--- src/rtl/unsig_alt_pkg.sv ---
// rtl/unsig_alt_pkg.sv - shared state type, default widths and counter sizing for the divider
package unsig_alt_pkg;

    typedef enum logic [1:0] {
        IDLE = 2'd0,
        RUN  = 2'd1,
        DONE = 2'd2
    } state_t;

    localparam int DEF_NUMER_W     = 16;
    localparam int DEF_DENOM_W     = 8;
    localparam int DEF_APPROX_BITS = 3;

    function automatic int cnt_width(input int numer_w);
        return $clog2(numer_w + 1);
    endfunction

endpackage

--- src/rtl/unsig_altdiv_step.sv ---
// rtl/unsig_altdiv_step.sv - one restoring-division step: shift in a bit, trial-subtract, select
module unsig_altdiv_step
    import unsig_alt_pkg::*;
#(
    parameter int DENOM_W = DEF_DENOM_W
) (
    input  logic [DENOM_W:0]   i_rem,
    input  logic               i_bit,
    input  logic [DENOM_W-1:0] i_divisor,
    output logic [DENOM_W:0]   o_rem,
    output logic               o_qbit
);

    logic [DENOM_W+1:0] w_shift;
    logic               w_ge;

    assign w_shift = {i_rem, i_bit};
    assign w_ge    = (w_shift >= {2'b00, i_divisor});
    assign o_qbit  = w_ge;
    // A failed trial leaves the shifted value untouched, which is the restore.
    assign o_rem   = w_ge ? (DENOM_W+1)'(w_shift - {2'b00, i_divisor}) : w_shift[DENOM_W:0];

endmodule

--- src/rtl/unsig_altdiv_iter.sv ---
// rtl/unsig_altdiv_iter.sv - iterative unsigned restoring divider; UNSIG_ALTDIV_APPROX_EN skips low quotient bits
module unsig_altdiv_iter
    import unsig_alt_pkg::*;
#(
    parameter int NUMER_W     = DEF_NUMER_W,
    parameter int DENOM_W     = DEF_DENOM_W,
    parameter int APPROX_BITS = DEF_APPROX_BITS
) (
    input  logic               Clk,
    input  logic               aclr,
    input  logic               clken,
    input  logic               start,
    input  logic [NUMER_W-1:0] dividend,
    input  logic [DENOM_W-1:0] divisor,
    output logic               busy,
    output logic               done,
    output logic [NUMER_W-1:0] quotient,
    output logic [DENOM_W-1:0] remainder,
    output logic               div_zero
);

    localparam int CNT_W = cnt_width(NUMER_W);
`ifdef UNSIG_ALTDIV_APPROX_EN
    localparam int Q_FILL = APPROX_BITS;
`else
    localparam int Q_FILL = 0;
`endif
    localparam int ITERS = NUMER_W - Q_FILL;
    localparam logic [NUMER_W-1:0] Q_MASK = NUMER_W'((64'd1 << Q_FILL) - 64'd1);

    state_t             r_state;
    logic [CNT_W-1:0]   r_cnt;
    logic [NUMER_W-1:0] r_num;
    logic [DENOM_W:0]   r_rem;
    logic [DENOM_W-1:0] r_div;

    logic [DENOM_W:0]   w_rem;
    logic               w_qbit;
    logic [NUMER_W-1:0] w_q_next;

    unsig_altdiv_step #(
        .DENOM_W (DENOM_W)
    ) u_step (
        .i_rem     (r_rem),
        .i_bit     (r_num[NUMER_W-1]),
        .i_divisor (r_div),
        .o_rem     (w_rem),
        .o_qbit    (w_qbit)
    );

    // Dividend bits leave at the top while quotient bits enter at the bottom.
    assign w_q_next = {r_num[NUMER_W-2:0], w_qbit};

    always_ff @(posedge Clk or posedge aclr) begin
        if (aclr) begin
            r_state   <= IDLE;
            r_cnt     <= '0;
            r_num     <= '0;
            r_rem     <= '0;
            r_div     <= '0;
            busy      <= 1'b0;
            done      <= 1'b0;
            quotient  <= '0;
            remainder <= '0;
            div_zero  <= 1'b0;
        end else if (clken) begin
            case (r_state)
                IDLE, DONE: begin
                    done <= 1'b0;
                    busy <= 1'b0;
                    if (start && (divisor != '0)) begin
                        r_num   <= dividend;
                        r_div   <= divisor;
                        r_rem   <= '0;
                        r_cnt   <= CNT_W'(ITERS);
                        r_state <= RUN;
                        busy    <= 1'b1;
                    end else if (start) begin
                        quotient  <= '1;
                        remainder <= dividend[DENOM_W-1:0];
                        div_zero  <= 1'b1;
                        done      <= 1'b1;
                        r_state   <= DONE;
                    end else begin
                        r_state <= IDLE;
                    end
                end
                RUN: begin
                    r_rem <= w_rem;
                    r_num <= w_q_next;
                    r_cnt <= r_cnt - CNT_W'(1);
                    if (r_cnt == CNT_W'(1)) begin
                        r_state   <= DONE;
                        busy      <= 1'b0;
                        done      <= 1'b1;
                        quotient  <= (w_q_next << Q_FILL) | Q_MASK;
                        remainder <= w_rem[DENOM_W-1:0];
                        div_zero  <= 1'b0;
                    end
                end
                default: begin
                    r_state <= IDLE;
                    busy    <= 1'b0;
                    done    <= 1'b0;
                end
            endcase
        end
    end

endmodule

--- config.mk ---
export PLATFORM = sky130hd
export DESIGN_NAME = unsig_altdiv_iter
export DESIGN_NICKNAME = d
export VERILOG_FILES = /design/src/rtl/unsig_alt_pkg.sv /design/src/rtl/unsig_altdiv_step.sv /design/src/rtl/unsig_altdiv_iter.sv
export SDC_FILE = /design/constraint.sdc
export NUM_CORES = 1
export LEC_CHECK = 0
export CAP_MARGIN = 10
export CORE_AREA = 2 2 119 121
export CTS_CLUSTER_DIAMETER = 30
export CTS_CLUSTER_SIZE = 30
export DETAILED_ROUTE_END_ITERATION = 8
export DIE_AREA = 0 0 121 123
export REMOVE_ABC_BUFFERS = 1
export SYNTH_ARGS = -nofsm -noshare
export SYNTH_HDL_FRONTEND = slang
export SYNTH_SLANG_ARGS = --single-unit
--- constraint.sdc ---
create_clock -name Clk -period 6.7 [get_ports Clk]
set_clock_uncertainty 0.1 [all_clocks]
set_input_delay 1.34 -clock Clk [delete_from_list [all_inputs] [get_ports Clk]]
set_output_delay 1.34 -clock Clk [all_outputs]
set_load 0.1 [all_outputs]
# [Yosys cells after proc, flatten, opt, wreduce, memory -nomap -nowiden]
# Cells that the tools add are included.
[word_totals] reg_bits=67 in_bits=28 output_inout_bits=27 word_cells=58
[op_classes] add_sub_neg=2 magnitude_cmp=1 eq_ne=7 muxes=29 reduce_logical=9
[ops] op="16-bit 2-to-1 mux" n=4
[ops] op="16-bit case mux with 2 select lines" n=2
[ops] op="8-bit 2-to-1 mux" n=3
[ops] op="9-bit 2-to-1 mux" n=2
[ops] op="9-bit case mux with 2 select lines" n=1
[ops] op="8-bit case mux with 2 select lines" n=1
[ops] op="10-bit by 8-bit greater-or-equal comparator with 1-bit output" n=1
[ops] op="5-bit case mux with 2 select lines" n=1
[ops] op="9-bit by 8-bit subtractor with 9-bit output" n=1
[ops] op="2-bit inequality test, second input constant" n=4
[ops] op="8-bit nonzero test" n=1
[ops] op="1-bit 2-to-1 mux" n=7
[ops] op="2-bit 2-to-1 mux" n=3
[ops] op="1-bit case mux with 2 select lines" n=3
[ops] op="3-bit AND reduction" n=2
[ops] op="5-bit by 1-bit equality test with 1-bit output, second input constant" n=1
[ops] op="5-bit 2-to-1 mux" n=1
[ops] op="5-bit AND reduction" n=1
[ops] op="5-bit by 1-bit subtractor with 5-bit output, second input constant" n=1
[ops] op="2-bit case mux with 2 select lines" n=1
[ops] op="2-bit by 1-bit equality test with 1-bit output, second input constant" n=1
[ops] op="2-bit equality test, second input constant" n=1
[ops] op="2-bit logical NOT" n=1
[ops] op="2-bit AND reduction" n=1
[ops] op="3 further kinds" n=3

# [Logic depth before layout (Yosys ltp)]
[logic_depth] depth_word=4 mapped_depth=10 mapped_depth_nobuf=9

# [Hierarchy]
# Synthesis repeated with hierarchy kept, for this count alone.
[unflattened] cells_unflattened=316 hier_area_um2=3458.3
[by_module_without_submodules] module="unsig_altdiv_iter" n_inst=1 cells_per_inst=241 area_per_inst_um2=2935.3 seq_area_each_um2=1651.6
[by_module_without_submodules] module="unsig_altdiv_step" n_inst=1 cells_per_inst=75 area_per_inst_um2=523.0 seq_area_each_um2=0.0

# [Least setup slack after synthesis]
# No wires, ideal clock.
[synth_path] kind="input port to flip-flop" startpoint="input divisor[2]" endpoint="register remainder[7]" setup_ps=143 t_arrival_ps=2847 slack_ps=3610 path_stages=6 path_cell_list="or4_1 > o21a_1 > buf_6 > or4b_1 > o311ai_0 > a31oi_1"
[synth_between] elab_chain_len=4
[synth_lines] element="start: declaration" line="unsig_altdiv_iter.sv:14" source="input logic [DENOM_W-1:0] divisor,"
[synth_lines] element="8-bit nonzero test" line="unsig_altdiv_iter.sv:71" source="if (start && (divisor != '0)) begin"
[synth_lines] element="1-bit logical AND" line="unsig_altdiv_iter.sv:71"
[synth_lines] element="2-bit inequality test (no source line)"
[synth_lines] element="5-bit AND reduction (no source line)"
[synth_lines] element="end signal: assignment" line="unsig_altdiv_iter.sv:80" source="remainder <= dividend[DENOM_W-1:0];"
[synth_lines] element="end signal: assignment" line="unsig_altdiv_iter.sv:97" source="remainder <= w_rem[DENOM_W-1:0];"
[synth_lines] element="end: declaration" line="unsig_altdiv_iter.sv:18" source="output logic [DENOM_W-1:0] remainder,"
# No other way between the ends.
# A chain may end at the register's enable or synchronous reset.

# [Final worst setup path]
[layout_path] startpoint="input divisor[2]" endpoint="register remainder[6]"
# The elaborated chain is that of the path after synthesis.

==> flow_summary_export.csv <==
group,metric,value,unit
status,outcome,"finished clean",
worst_setup_path,path_class,"input port to flip-flop",
yosys,synthArstFlopShare,100,%
timing,tns,0,ns
cts,cts_tree,"done",
yosys,synth_cells,321,
timing,fin_crit_sh,57.8,%
min_path,worstHoldPathCells,2,
global_routing,antenna_found_initial,0,
detailed_routing,via_per_inst,4.70,
worst_setup_path,cp.arrival,3.94,ns
detailed_routing,route.detailed.wl_per_inst,14.9,um
global_routing,gr-total-overflow,0,
global_routing,grt_pass1_wl,13.9,mm
cts,clk_path_buf_depth,2,
yosys,yosysWarnings,0,
floorplan,rows,43,
detailed_routing,drt-initial-drc-count,197,
yosys,ys.flop_type,"dfrtp_1",
worst_setup_path,cp.depth,6,
finish,antennaDiodeCount,0,
finish,fin_nets,412,
detailed_routing,via_count,2618,
yosys,ys_ff_latch,65,
timing,fin_crit,3.87,ns
global_routing,grt_max_degree,66,
detailed_routing,first_pass_iters,4,
min_path,min_path_type,"flip-flop to flip-flop",
detailed_routing,drt-total-wl,8.32,mm
min_path,hold_start,"r_num[15]",
placed_design,portBuffers,54,
worst_setup_path,critPathBufInv,1,
worst_setup_path,worstSetupStartpointType,"input port",
worst_setup_path,crit_family,"simple AND/OR/NAND/NOR gates",
timing,tightest_slew,1.13,ns
finish,drive_above_1_share,9.28,%
worst_setup_path,cp.required,6.77,ns
cts,postCtsHoldBufs,0,
floorplan,die_w,121,um
floorplan,start_util,24.3,%
timing,setup_viol,0,
cts,post_cts_buffers,0,
cts,cts.reportedPaths.clkPinSlew,0.05,ns
timing,drv_slew,0,
floorplan,core,13600,um^2
global_routing,grtUsageTotal,12.1,%
finish,fillers,1387,
worst_setup_path,crit_fanout,28,
timing,rsz0062_at_grt,"false",
timing,relSlewSlack,24.2,%
placed_design,dp_hpwl,5.89,mm
worst_setup_path,path_cells,"clkdlybuf4s50_1 -> or4_1 -> o21a_1 -> nor3_4 -> mux2i_1 -> a31oi_1",
detailed_routing,ant_nets,0,
cts,cts_buffers,9,
worst_setup_path,slowest_delay,0.94,ns
worst_setup_path,reg2reg_depth,9,
flow_run,max_cap_violations,0,
cts,htreeDepth,3,
worst_setup_path,crit_start,"divisor[2]",
worst_setup_path,cpMaxStageDelayCell,"nor3_4",
timing,hold_viol_final,0,
cts,ctsResizeCount,0,
worst_setup_path,cp-end-kind,"flip-flop",
worst_setup_path,r2r_start,"r_num[15]",
timing,fmax,258,MHz
yosys,synth-edff-count,0,
cts,cts-root-buf,"clkbuf_16",
cts,clk_latency,0.33,ns
floorplan,fp.dieH,123,um
yosys,synth_cell_types,49,
global_routing,grt_pass1_vias,2671,
worst_setup_path,r2r_slack,3.68,ns
yosys,syn_area,3310,um^2
finish,synthToLayoutAreaGrowth,30.9,%
yosys,yosysSeqAreaShare,49.1,%
yosys,syn_area_per_cell,10.3,um^2
cts,cts.sinks,65,
detailed_routing,drc_errors,0,
floorplan,boundaryPins,55,
floorplan,die_area,14900,um^2
placed_design,gp_congestion,0.813,
[per-layer routing]
layer  GRT usage (%)  up-vias  part of all wire, %
met5               0        -                    0
met4            4.51        0                  1.2
met3            3.74        8                  5.2
met2            18.6       57                   46
met1            15.9     1289                   47
li1                -     1264                    -
[cells in the final DEF (no fill, tap or decap), drive strengths merged, types with 5 or more instances in the layout]
cell type	instances
dfrtp	65
mux2	11
a21oi	15
clkdlybuf4s50	54
mux2i	15
o21ai	26
clkbuf	10
ha	10
nand2	37
nand3	5
nand2b	6
inv	15
nor2	16
o22a	15
a21o	7
a31oi	10
[worst reg2reg max path, cell delays in order (launching register included)]
cell	delay, ns
dfrtp_1	0.38
inv_1	0.08
ha_1	0.17
inv_1	0.07
fa_1	0.40
nand3_1	0.15
a31oi_1	0.16
nor4_2	0.78
mux2_2	0.44
a31oi_1	0.19
[metrics by stage]
stage	utilization, %	instance area, um^2	hold slack, ns	instances	worst slack, ns
finish	31.9	4340	0.393	557	2.83
global route	31.9	4340	0.424	557	2.65
CTS	31.9	4340	0.400	557	2.80
detailed placement	29.5	4020	0.385	542	2.46
global placement	29.5	4020	0.375	542	2.50
floorplan	-	3220	0.350	304	3.02
[final cells by class]
type,instances,area [um^2],share of cell area (%)
sequential,65,1630,37.5
clock inverter,5,80.1,1.85
inverter,15,56.3,1.30
multi-input combinational,224,1540,35.5
clock buffer,10,239,5.51
tap,180,225,5.19
timing repair buffer,58,571,13.1
[path summary, 6_finish.rpt]
check                               endpoint
worst max-delay path            remainder[6]
max in group asynchronous           r_rem[6]
worst min-delay path               r_num[15]
worst min register to register     r_num[15]
min in group asynchronous           div_zero
worst max register to register  remainder[1]
[cells in the mapped netlist, types with 2 or more instances]
cell type / n / area [um^2]
o2111a_1: 2 / 22.5
mux2i_1: 15 / 150
xnor2_1: 4 / 35.0
o31ai_1: 3 / 22.5
clkbuf_1: 8 / 30.0
o41ai_1: 2 / 17.5
or4_1: 3 / 22.5
o22a_1: 15 / 131
nand4_1: 3 / 18.8
a31oi_1: 10 / 62.6
o311ai_0: 2 / 17.5
o21ai_0: 26 / 130
nor2_1: 16 / 60.1
nand3_1: 5 / 25.0
a21oi_2: 2 / 17.5
mux2_2: 10 / 113
nor4_1: 2 / 12.5
nor4b_1: 3 / 26.3
o211ai_1: 3 / 22.5
nor2b_1: 3 / 18.8
nor3_1: 3 / 15.0
and2_1: 2 / 12.5
dfrtp_1: 65 / 1630
buf_2: 6 / 30.0
buf_6: 2 / 22.5
a21o_1: 7 / 52.6
nand2b_1: 6 / 37.5
ha_1: 10 / 125
a21oi_1: 13 / 65.1
inv_1: 15 / 56.3
nand2_1: 37 / 139
[state kept, by name, indices dropped and copies added (netlist names)]
name and cells:
div_zero 1, quotient 16, r_cnt 5, r_div 8
r_num 16, r_rem 9, r_state 2, remainder 8
[logic make-up (layout without fill, tap and decap cells)]
family / count (synthesis) / after routing / synth area share, %
fa+ha+maj: 11 / 11 / 4.38
xor+xnor: 5 / 5 / 1.32
flops: 65 / 65 / 49.1
simple gates: 90 / 90 / 13.8
mux: 26 / 26 / 8.27
compound gates: 92 / 92 / 18.8
buf+inv: 32 / 88 / 4.42
Power is not shown: default switching activity piles up to over one toggle a cycle in this logic, so the estimate is an artifact.
